### src/rtl/gmm_pixel_scheduler.sv
// Per-pixel sequencer in front of the GMM fitgaussian datapath: accepts one
// grey pixel at a time, drives the model-memory addresses, fires the fit,
// waits for completion (with timeout) and emits one foreground bit per pixel.
module gmm_pixel_scheduler #(
  parameter int unsigned FRAME_PIXELS = 76800,
  parameter int unsigned ADDR_W       = 18,
  parameter int unsigned READ_LAT     = 2,
  parameter int unsigned TIMEOUT      = 255
) (
  input  logic              clk_i,
  input  logic              rst_i,
  input  logic              pix_valid,
  output logic              pix_ready,
  input  logic              pix_sof,
  input  logic [31:0]       pix_grey,
  output logic [31:0]       grey,
  output logic [ADDR_W-1:0] raddr,
  output logic [ADDR_W-1:0] waddr,
  output logic              first_frame,
  output logic              en_fitgaussian,
  input  logic              rd_fitgassian,
  input  logic              isFit,
  output logic              fg_valid,
  input  logic              fg_ready,
  output logic              fg_bit,
  output logic              frame_done,
  output logic [15:0]       frame_cnt,
  output logic              err_timeout,
  output logic              err_sync
);

  localparam int unsigned       LAT_W     = $clog2(READ_LAT + 2);
  localparam int unsigned       TO_W      = $clog2(TIMEOUT + 2);
  localparam logic [LAT_W-1:0]  LAT_LOAD  = (READ_LAT > 0) ? LAT_W'(READ_LAT - 1) : '0;
  localparam logic [TO_W-1:0]   TO_LIMIT  = TO_W'(TIMEOUT);
  localparam logic [ADDR_W-1:0] LAST_ADDR = ADDR_W'(FRAME_PIXELS - 1);

  typedef enum logic [2:0] {
    S_IDLE,
    S_FETCH,
    S_FIRE,
    S_WAIT,
    S_EMIT
  } state_t;

  state_t             state;
  logic [ADDR_W-1:0]  addr;
  logic [LAT_W-1:0]   lat_cnt;
  logic [TO_W-1:0]    to_cnt;

  // The pixel counter only moves at accept (SOF realign) or at the EMIT
  // handshake, so both addresses stay stable for the whole pixel.
  assign raddr = addr;
  assign waddr = addr;

  // Pixel sequencing FSM with all outputs registered.
  always_ff @(posedge clk_i) begin
    if (rst_i) begin
      state          <= S_IDLE;
      addr           <= '0;
      lat_cnt        <= '0;
      to_cnt         <= '0;
      pix_ready      <= 1'b0;
      grey           <= '0;
      first_frame    <= 1'b1;
      en_fitgaussian <= 1'b0;
      fg_valid       <= 1'b0;
      fg_bit         <= 1'b0;
      frame_done     <= 1'b0;
      frame_cnt      <= '0;
      err_timeout    <= 1'b0;
      err_sync       <= 1'b0;
    end else begin
      en_fitgaussian <= 1'b0;
      frame_done     <= 1'b0;
      case (state)
        S_IDLE: begin
          pix_ready <= 1'b1;
          if (pix_valid && pix_ready) begin
            pix_ready <= 1'b0;
            grey      <= pix_grey;
            if (pix_sof) begin
              addr <= '0;
              if (addr != '0) err_sync <= 1'b1;
            end
            lat_cnt <= LAT_LOAD;
            state   <= S_FETCH;
          end
        end
        S_FETCH: begin
          if (lat_cnt == '0) state <= S_FIRE;
          else               lat_cnt <= lat_cnt - LAT_W'(1);
        end
        S_FIRE: begin
          en_fitgaussian <= 1'b1;
          to_cnt         <= '0;
          state          <= S_WAIT;
        end
        S_WAIT: begin
          if (rd_fitgassian) begin
            fg_bit   <= ~isFit;
            fg_valid <= 1'b1;
            state    <= S_EMIT;
          end else if (to_cnt == TO_LIMIT) begin
            err_timeout <= 1'b1;
            fg_bit      <= 1'b1;
            fg_valid    <= 1'b1;
            state       <= S_EMIT;
          end else begin
            to_cnt <= to_cnt + TO_W'(1);
          end
        end
        S_EMIT: begin
          if (fg_ready) begin
            fg_valid  <= 1'b0;
            pix_ready <= 1'b1;
            state     <= S_IDLE;
            if (addr == LAST_ADDR) begin
              addr        <= '0;
              frame_done  <= 1'b1;
              first_frame <= 1'b0;
              if (frame_cnt != '1) frame_cnt <= frame_cnt + 16'd1;
            end else begin
              addr <= addr + ADDR_W'(1);
            end
          end
        end
        default: state <= S_IDLE;
      endcase
    end
  end

endmodule

### config.mk
export PLATFORM = sky130hd
export DESIGN_NAME = gmm_pixel_scheduler
export DESIGN_NICKNAME = d
export VERILOG_FILES = /design/src/rtl/gmm_pixel_scheduler.sv
export SDC_FILE = /design/constraint.sdc
export NUM_CORES = 1
export LEC_CHECK = 0
export ABC_AREA = 0
export BUFFER_PORTS_ARGS = -buffer_cell sky130_fd_sc_hd__buf_2
export CAP_MARGIN = 20
export CORE_MARGIN = 5
export CORE_UTILIZATION = 54
export CTS_CLUSTER_DIAMETER = 50
export DETAILED_ROUTE_END_ITERATION = 8
export PLACE_DENSITY = 0.85
export SYNTH_ARGS = -nofsm -noshare
export SYNTH_HDL_FRONTEND = slang
export SYNTH_SLANG_ARGS = --single-unit
### constraint.sdc
create_clock -name clk_i -period 4.25 [get_ports clk_i]
set_input_delay 0.85 -clock clk_i [delete_from_list [all_inputs] [get_ports clk_i]]
set_output_delay 0.85 -clock clk_i [all_outputs]
set_load 0.005 [all_outputs]
# --- Word level (Yosys, flattened, before mapping) ---
# Cells that the tools add are included.
word_totals:
  reg_bits: 88
op_classes:
  muxes: 27
  add_sub_neg: 4
  reduce_logical: 22
  n_eq_ne: 15
  bitwise_logic: 4
ops:
  columns: ["operator", "n"]
  rows:
  - ["18-bit two-way mux", 4]
  - ["18-bit case mux with 2 select lines", 1]
  - ["18-bit by 1-bit adder with 18-bit output (second input constant)", 1]
  - ["18-bit by 17-bit == test with 1-bit output (second input constant)", 1]
  - ["9-bit two-way mux", 2]
  - ["9-bit case mux with 2 select lines", 1]
  - ["18-bit nonzero test", 1]
  - ["16-bit by 1-bit adder with 16-bit output (second input constant)", 1]
  - ["16-bit != test (second input constant)", 1]
  - ["4-bit AND reduction", 4]
  - ["3-bit two-way mux", 5]
  - ["3-bit case mux with 5 select lines", 1]
  - ["3-bit AND reduction", 5]
  - ["2-bit != test (second input constant)", 7]
  - ["2-bit nonzero test", 5]
  - ["9-bit by 1-bit adder with 9-bit output (second input constant)", 1]
  - ["9-bit by 8-bit == test with 1-bit output (second input constant)", 1]
  - ["1-bit two-way mux", 8]
  - ["3-bit by 2-bit == test with 1-bit output (second input constant)", 2]
  - ["2-bit AND reduction", 3]
  - ["2-bit two-way mux", 2]
  - ["1-bit NOT", 4]
  - ["1-bit case mux with 2 select lines", 2]
  - ["2-bit case mux with 2 select lines", 1]
  - ["other kinds (8)", 8]

# --- Depth between registers and ports, before layout ---
# Gate-level depths: netlist of the first run.
logic_depth:
  word_depth: 4
  depth_mapped: 9
  mapped_depth_nobuf: 9

# --- Least setup slack after synthesis of the first run ---
# OpenSTA, ideal clock, no wires.
synth_path:
  kind: "input -> register"
  from: "input port pix_valid"
  to: "register addr[12], in the netlist raddr[12]"
  path_stages: 5
  arrival_ps: 2192
  slack_ps: 1999
  required_ps: 4191
  path_buffers: 0
  cell_sequence: "nand2_1 -> o41ai_2 -> nand3_1 -> or4_1 -> nand2_1"
synth_via:
  elab_chain_len: 3
synth_rtl:
  columns: ["item", "line_no", "source"]
  rows:
  - ["start, declared", "12", "input logic pix_valid,"]
  - ["1-bit logical AND", "79", "if (pix_valid && pix_ready) begin"]
  - ["2-bit != test (no line)", null, null]
  - ["4-bit AND reduction (no line)", null, null]
  - ["end signal, assigned", "124", "addr <= addr + ADDR_W'(1);"]
  - ["end, declared", "47", "logic [ADDR_W-1:0] addr;"]
# Every way passes these cells.
# A chain may end at the register's enable or synchronous reset.

# --- Worst setup path in the final report of the first run ---
layout_path:
  from: "register addr[12], in the netlist raddr[12]"
  to: "register frame_cnt[5]"
layout_via:
  elab_chain_len: 2
layout_rtl:
  columns: ["item", "line_no", "source"]
  rows:
  - ["18-bit by 17-bit == test with 1-bit output", "118", "if (addr == LAST_ADDR) begin"]
  - ["4-bit AND reduction (no line)", null, null]
  - ["end signal, assigned", "122", "if (frame_cnt != '1) frame_cnt <= frame_cnt + 16'd1;"]
  - ["end, declared", "27", "output logic [15:0] frame_cnt,"]
# Every way passes these cells.

==> results.md, run 1 <==
* **CP startpoint kind** register
* **residual overflow from global routing** 0
* **slew at the pin closest to its max-slew limit** 0.872 ns
* **data arrival at the endpoint of the critical path** 3.03 ns
* **total length of routed wires** 10.1 mm
* **leakage power summed over all cells** 2.00 nW
* **cell at the root of the clock tree** sky130_fd_sc_hd__clkbuf_8
* **post-CTS setup buffer count** 0
* **Post-DP Area** 0.00451 mm^2
* **clock tree sinks** 88
* **start point of the critical path** raddr[12]
* **CTS tree** yes
* **Reg2Reg Launch Point** raddr[12]
* **Core Area** 0.00718 mm^2
* **Hold-fix buffers, CTS** 0
* **proportion of register bits with asynchronous set or reset after synthesis** 0%
* **die area** 0.00909 mm^2
* **Die X-Extent** 95.4 um
* **required time at the endpoint of the critical path** 4.53 ns
* **global placement routability congestion** 0.871
* **cell types with the highest counts after synthesis** sky130_fd_sc_hd__nand2_1 (94), sky130_fd_sc_hd__dfxtp_1 (88), sky130_fd_sc_hd__a21oi_1 (62)
* **FF/Latch Area** 0.00176 mm^2
* **cell count of the worst reg-to-reg path** 6
* **Max Root-Sink Buffers** 2
* **instance count along the most critical hold path** 2
* **number of buffers inserted by port buffering** 130
* **die span in y** 95.4 um
* **iteration count of the initial detailed-routing pass** 4
* **Iteration-0 DRC Markers** 190
* **drc violations** 0
* **number of instances in the synthesized netlist** 486
* **post-DR vias/cell** 5.53
* **first-pass GRT wire length** 15.9 mm
* **Syn Nets** 531
* **largest fanout on the critical path** 12
* **setup violation total in the final timing report** 0
* **dominant cells by area after synthesis** sky130_fd_sc_hd__dfxtp_1 (45%), sky130_fd_sc_hd__nand2_1 (9.0%), sky130_fd_sc_hd__a21oi_1 (7.9%)
* **number of warnings reported in the yosys synthesis log** 0
* **dominant register cell in the synthesized netlist** sky130_fd_sc_hd__dfxtp_1
* **Distinct cells, synth** 46
* **maximum achievable frequency** 363 MHz
* **most repeated cell in the gate-level netlist after synthesis** sky130_fd_sc_hd__nand2_1
* **RSZ-0062 raised after global routing** false
* **layout cell share with drive strength beyond 1** 26.6%
* **floorplan row count** 31
* **post-detailed-route count of antenna-violating nets** 0
* **Finished Cell Area** 0.00475 mm^2
* **maximum level of the CTS H-tree** 3
* **antenna violations before repair** 0
* **aggregate global-route resource usage** 21.8%
* **HPWL after detailed placement** 7.21 mm
* **outcome** complete, no violations
* **insertion delay of the later-clocked pin in the worst-skew pair** 0.35 ns
* **number of flops mapped to enable cells by yosys** 0
* **final cycle utilization of the critical path** 64.7%
* **Clock transition at path regs** 0.09 ns
* **worst min-delay path category** register to register
* **DR vias** 3841
* **maximum number of pins on one net before global-route repair** 37
* **summed instance area of the synthesized netlist** 0.00393 mm^2
* **library cell occupying the most area in the post-synthesis netlist** sky130_fd_sc_hd__dfxtp_1
* **area taken by multi-input logic gates** 0.00192 mm^2
* **share of the synthesized area in the top cell type** 44.8%
* **hold slack final** 0.456 ns
* **wire length per cell after detailed routing** 14.6 um
* **MaxCap Viol Count** 0
* **count of final max-slew check failures** 0
* **average size of a mapped cell** 8.09 um^2
* **number of buffers created by CTS** 9
* **count of pins on the block boundary** 131
* **worst slew margin relative to its limit** 41.2%
* **area overhead of the layout relative to synthesis** 20.7%
* **clock period minus worst slack** 2.75 ns
* **Max rail drop VDD** 212 uV
* **capturing element type of the critical path** register
* **initial core utilization** 54.8%
* **via count of the first global-routing pass** 3501
* **cell area power density** 348 mW/mm^2
* **Antenna Diode Count** 0
* **number of flip-flops and latches in the synthesized netlist** 88
* **number of filler cells placed in the layout** 644
* **portion of the post-synthesis area used by sequential elements** 44.8%
* **critical hold path startpoint** grey[23]
* **aggregate negative setup slack** 0 ns
* **kind of critical path** register to register
* **Design Power** 0.00165 W
* **number of resized instances in the post-cts repair step** 0
* **final worst clock skew** 0.0141 ns
* **nets@finish** 635
* **Fin. Hold Viols** 0
==> through the flow <==
stage	cells	setup WS (ns)	utilization, %
floorplan	486	2.00	-
global placement	676	1.31	62.8
detailed placement	676	1.14	62.8
CTS	692	1.36	65.7
global route	694	1.30	66.2
finish	694	1.50	66.2
==> report_power, final <==
| group | switching, W | internal, W | leakage (nW) |
|---|---|---|---|
| logic | 0.000104 | 0.0000738 | 1.18 |
| registers | 0.0000249 | 0.000855 | 0.712 |
| clock network | 0.000304 | 0.000290 | 0.102 |
| total | 0.000434 | 0.00122 | 2.00 |
==> logic make-up after synthesis <==
group / count (synthesis) / synth area share (%)
muxes: 4 / 1.05
DFF: 88 / 44.8
xor gates and xnor gates: 19 / 4.23
adders and majority gates: 6 / 1.91
and+or+nand+nor: 227 / 28.1
buffers and inverters: 49 / 6.46
AOI/OAI and AO/OA: 93 / 13.5
==> final cells by class <==
class,count,share of cell area [%]
multi-input combinational,349,40.5
sequential,88,37.1
timing repair buffer,134,14.8
clock buffer,10,2.90
tap,99,2.61
clock inverter,6,1.45
inverter,8,0.633
==> critical path, stage by stage (launching register included) <==
cell and delay [ns]:
sky130_fd_sc_hd__dfxtp_1 0.37, sky130_fd_sc_hd__or4_4 0.57, sky130_fd_sc_hd__nor4_4 0.49, sky130_fd_sc_hd__o211ai_1 0.36, sky130_fd_sc_hd__buf_4 0.28, sky130_fd_sc_hd__or4_1 0.46, sky130_fd_sc_hd__a21oi_1 0.15
==> registers in the layout, summed over array words and instances (netlist names) <==
name,count
en_fitgaussian,1
err_sync,1
err_timeout,1
fg_bit,1
fg_valid,1
first_frame,1
frame_cnt,16
frame_done,1
grey,32
lat_cnt,2
pix_ready,1
raddr,18
state,3
to_cnt,9
==> layout by cell type, fill, tap and decap left out, types with 10 or more instances in the layout <==
cell type,n
sky130_fd_sc_hd__a21oi_1,62
sky130_fd_sc_hd__buf_2,130
sky130_fd_sc_hd__clkbuf_8,10
sky130_fd_sc_hd__dfxtp_1,88
sky130_fd_sc_hd__nand2_1,94
sky130_fd_sc_hd__nand3_1,14
sky130_fd_sc_hd__nand4_1,11
sky130_fd_sc_hd__nor2_1,44
sky130_fd_sc_hd__nor3_1,11
sky130_fd_sc_hd__o21ai_0,13
sky130_fd_sc_hd__or3_1,11
sky130_fd_sc_hd__xnor2_1,11
==> metal layers <==
layer  vias to the layer above  part of all wire, %  global-route usage [%]
met3                        20                  6.9                    4.58
met4                         0                  2.3                    10.6
met2                       146                   49                    36.3
met5                         -                    0                       0
met1                      1791                   42                    26.8
li1                       1884                    -                       -
==> worst paths after layout <==
path	end	slack, ns
worst max-delay path	frame_cnt[5]	1.50
worst min-delay path	grey[23]	0.46
worst max register to register	frame_cnt[5]	1.50
worst min register to register	grey[23]	0.46
No activity file was read; power rests on OpenSTA's default activity.
==> run 2: changes to the inputs <==
CORE_UTILIZATION = 45   (was 54)
PLACE_DENSITY = 0.75   (was 0.85)
clock period = 2.5 ns   (was 4.25 ns; I/O delays follow)
==> run 2 against run 1 <==
  * Power is 71% higher
  * Critical path depth grew 3
  * Count of clock-buffer cells in the layout shrank 1
  * Global-route usage decreased by 3.7 points
  * First-iteration DRC count shrank 16%
  * Utilization shrank 10 points
  * Wire length shrank 1.6%
  * Final area rose by 1.6%
  * Sequential cell count stayed put
  * Register-to-register slack worse by 1.3 ns
  * Sequential share of layout area fell by 0.59 points
  * Non-clock buffer count increased by 11
==> results.md, run 2 (synthesis results as in run 1) <==
* **area overhead of the layout relative to synthesis** 22.6%
* **flip-flop count of the largest register, all copies and words added** 32, unchanged
* **total length of routed wires** 9.97 mm, -1.6%
* **cell area power density** 587 mW/mm^2, +69%
* **capturing element type of the critical path** register
* **Max rail drop VDD** 260 uV, +23%
* **via count of the first global-routing pass** 3408, -2.7%
* **global placement routability congestion** 0.825, -5.4%
* **die span in y** 103 um, +8.5%
* **final worst clock skew** 0.0134 ns, -0.000687 ns
* **initial core utilization** 45.6%, -9.3 points
* **first-pass GRT wire length** 15.6 mm, -1.7%
* **Clock transition at path regs** 0.09 ns, about the same
* **data arrival at the endpoint of the critical path** 2.57 ns, -0.46 ns
* **Max Root-Sink Buffers** 2, unchanged
* **RSZ-0062 raised after global routing** false
* **nets@finish** 646, +1.7%
* **floorplan row count** 34, +9.7%
* **worst min-delay path category** input pin to register
* **maximum achievable frequency** 438 MHz, +20%
* **met3 track demand over resource in global routing** 3.62%, -0.96 points
* **most used cells in the layout excluding fill and tap cells** sky130_fd_sc_hd__buf_2 (130), sky130_fd_sc_hd__nand2_1 (94), sky130_fd_sc_hd__dfxtp_1 (88)
* **Post-DP Area** 0.00461 mm^2, +2.4%
* **Antenna Diode Count** 0, unchanged
* **post-CTS setup buffer count** 0, unchanged
* **met1 Track Usage GR** 23.3%, -3.4 points
* **clock tree sinks** 88, unchanged
* **Fin. Hold Viols** 0, unchanged
* **DR vias** 3779, -1.6%
* **HPWL after detailed placement** 7.33 mm, +1.7%
* **maximum level of the CTS H-tree** 3, unchanged
* **most common library cell in the layout ignoring fill and taps** sky130_fd_sc_hd__buf_2
* **Die X-Extent** 103 um, +8.5%
* **worst slew margin relative to its limit** 50.6%, +9.3 points
* **slew at the pin closest to its max-slew limit** 0.731 ns, -0.140 ns
* **iteration count of the initial detailed-routing pass** 4, unchanged
* **outcome** complete, no violations
* **wire length per cell after detailed routing** 14.0 um, -4.4%
* **cell at the root of the clock tree** sky130_fd_sc_hd__clkbuf_8
* **number of filler cells placed in the layout** 837, +30%
* **insertion delay of the later-clocked pin in the worst-skew pair** 0.36 ns, about the same
* **aggregate negative setup slack** 0 ns, unchanged
* **layout cell share with drive strength beyond 1** 27.9%, +1.3 points
* **required time at the endpoint of the critical path** 2.79 ns, -1.74 ns
* **post-DR vias/cell** 5.29, -4.4%
* **maximum number of pins on one net before global-route repair** 35, -5.4%
* **count of pins on the block boundary** 131, unchanged
* **residual overflow from global routing** 0, unchanged
* **CP startpoint kind** register
* **leakage power summed over all cells** 2.04 nW, +2.4%
* **post-detailed-route count of antenna-violating nets** 0, unchanged
* **count of final max-slew check failures** 0, unchanged
* **hold slack final** 0.336 ns, -0.120 ns
* **final cycle utilization of the critical path** 91.4%, +27 points
* **Finished Cell Area** 0.00482 mm^2, +1.6%
* **number of resized instances in the post-cts repair step** 0, unchanged
* **CTS tree** yes
* **kind of critical path** register to register
* **drc violations** 0, unchanged
* **Iteration-0 DRC Markers** 159, -16%
* **met2 global-route usage** 29.6%, -6.7 points
* **Top reg by flops** grey
* **largest fanout on the critical path** 6, -6
* **number of buffers created by CTS** 9, unchanged
* **Hold-fix buffers, CTS** 0, unchanged
* **antenna violations before repair** 0, unchanged
* **busiest grt layer** met2
* **die area** 0.0107 mm^2, +18%
* **setup violation total in the final timing report** 0, unchanged
* **number of buffers inserted by port buffering** 130, unchanged
* **MaxCap Viol Count** 0, unchanged
* **aggregate global-route resource usage** 18.1%, -3.7 points
* **clock period minus worst slack** 2.29 ns, -0.466 ns
* **Core Area** 0.00864 mm^2, +20%
run 2: cell count changes in the layout (fill, tap and decap cells not counted):
cell / delta
sky130_fd_sc_hd__buf_4: +12
sky130_fd_sc_hd__and2_1: +1
sky130_fd_sc_hd__clkinv_2: -1
sky130_fd_sc_hd__clkinv_4: -3
sky130_fd_sc_hd__clkinvlp_4: +1
sky130_fd_sc_hd__and2_0: -1
sky130_fd_sc_hd__inv_8: +2
sky130_fd_sc_hd__clkbuf_8: -1
sky130_fd_sc_hd__inv_6: +2
sky130_fd_sc_hd__buf_16: -1
run 2: worst paths after layout:
path / start / end / slack [ns] / depth (start not counted)
worst max-delay path: to_cnt[0] / to_cnt[5] / 0.21 / 9
worst min-delay path: isFit / fg_bit / 0.34 / 2
worst max register to register: to_cnt[0] / to_cnt[5] / 0.21 / 9
worst min register to register: grey[0] / grey[0] / 0.46 / 2
run 2: critical path: stages (launching register included):
cell and delay, ns:
sky130_fd_sc_hd__dfxtp_1 0.34, sky130_fd_sc_hd__ha_1 0.23, sky130_fd_sc_hd__and3_1 0.19, sky130_fd_sc_hd__and3_1 0.19, sky130_fd_sc_hd__ha_1 0.20, sky130_fd_sc_hd__o21ai_0 0.22, sky130_fd_sc_hd__and2_1 0.26, sky130_fd_sc_hd__nand2_1 0.13
sky130_fd_sc_hd__or3_1 0.32, sky130_fd_sc_hd__a21oi_1 0.14
run 2: power breakdown:
group | switching [W] | total [W] | internal, W
logic | 0.000184 | 0.000309 | 0.000125
registers | 0.0000298 | 0.00148 | 0.00145
clock network | 0.000555 | 0.00104 | 0.000483
total | 0.000769 | 0.00283 | 0.00206
run 2: area by class of cell:
cell class | count | area (um^2) | area share [%]
clock inverter | 7 | 85.1 | 1.76
tap | 108 | 135 | 2.80
multi-input combinational | 349 | 1920 | 39.9
timing repair buffer | 145 | 763 | 15.8
sequential | 88 | 1760 | 36.5
inverter | 8 | 30.0 | 0.623
clock buffer | 9 | 124 | 2.57
run 2: per-stage QoR:
step | utilization [%] | setup WS (ns) | total power, W | instances
floorplan | - | 0.334 | 0.00170 | 486
CTS | 55.9 | 0.138 | 0.00285 | 714
global placement | 53.4 | 0.277 | 0.00182 | 698
detailed placement | 53.4 | 0.169 | 0.00183 | 698
global route | 55.9 | 0.0277 | 0.00296 | 714
finish | 55.9 | 0.214 | 0.00283 | 714
run 2: metal layers:
layer | wire length (um) | up-vias
li1 | - | 1913
met1 | 4360 | 1744
met2 | 4850 | 97
met3 | 522 | 25
met4 | 233 | 0
met5 | 0 | -
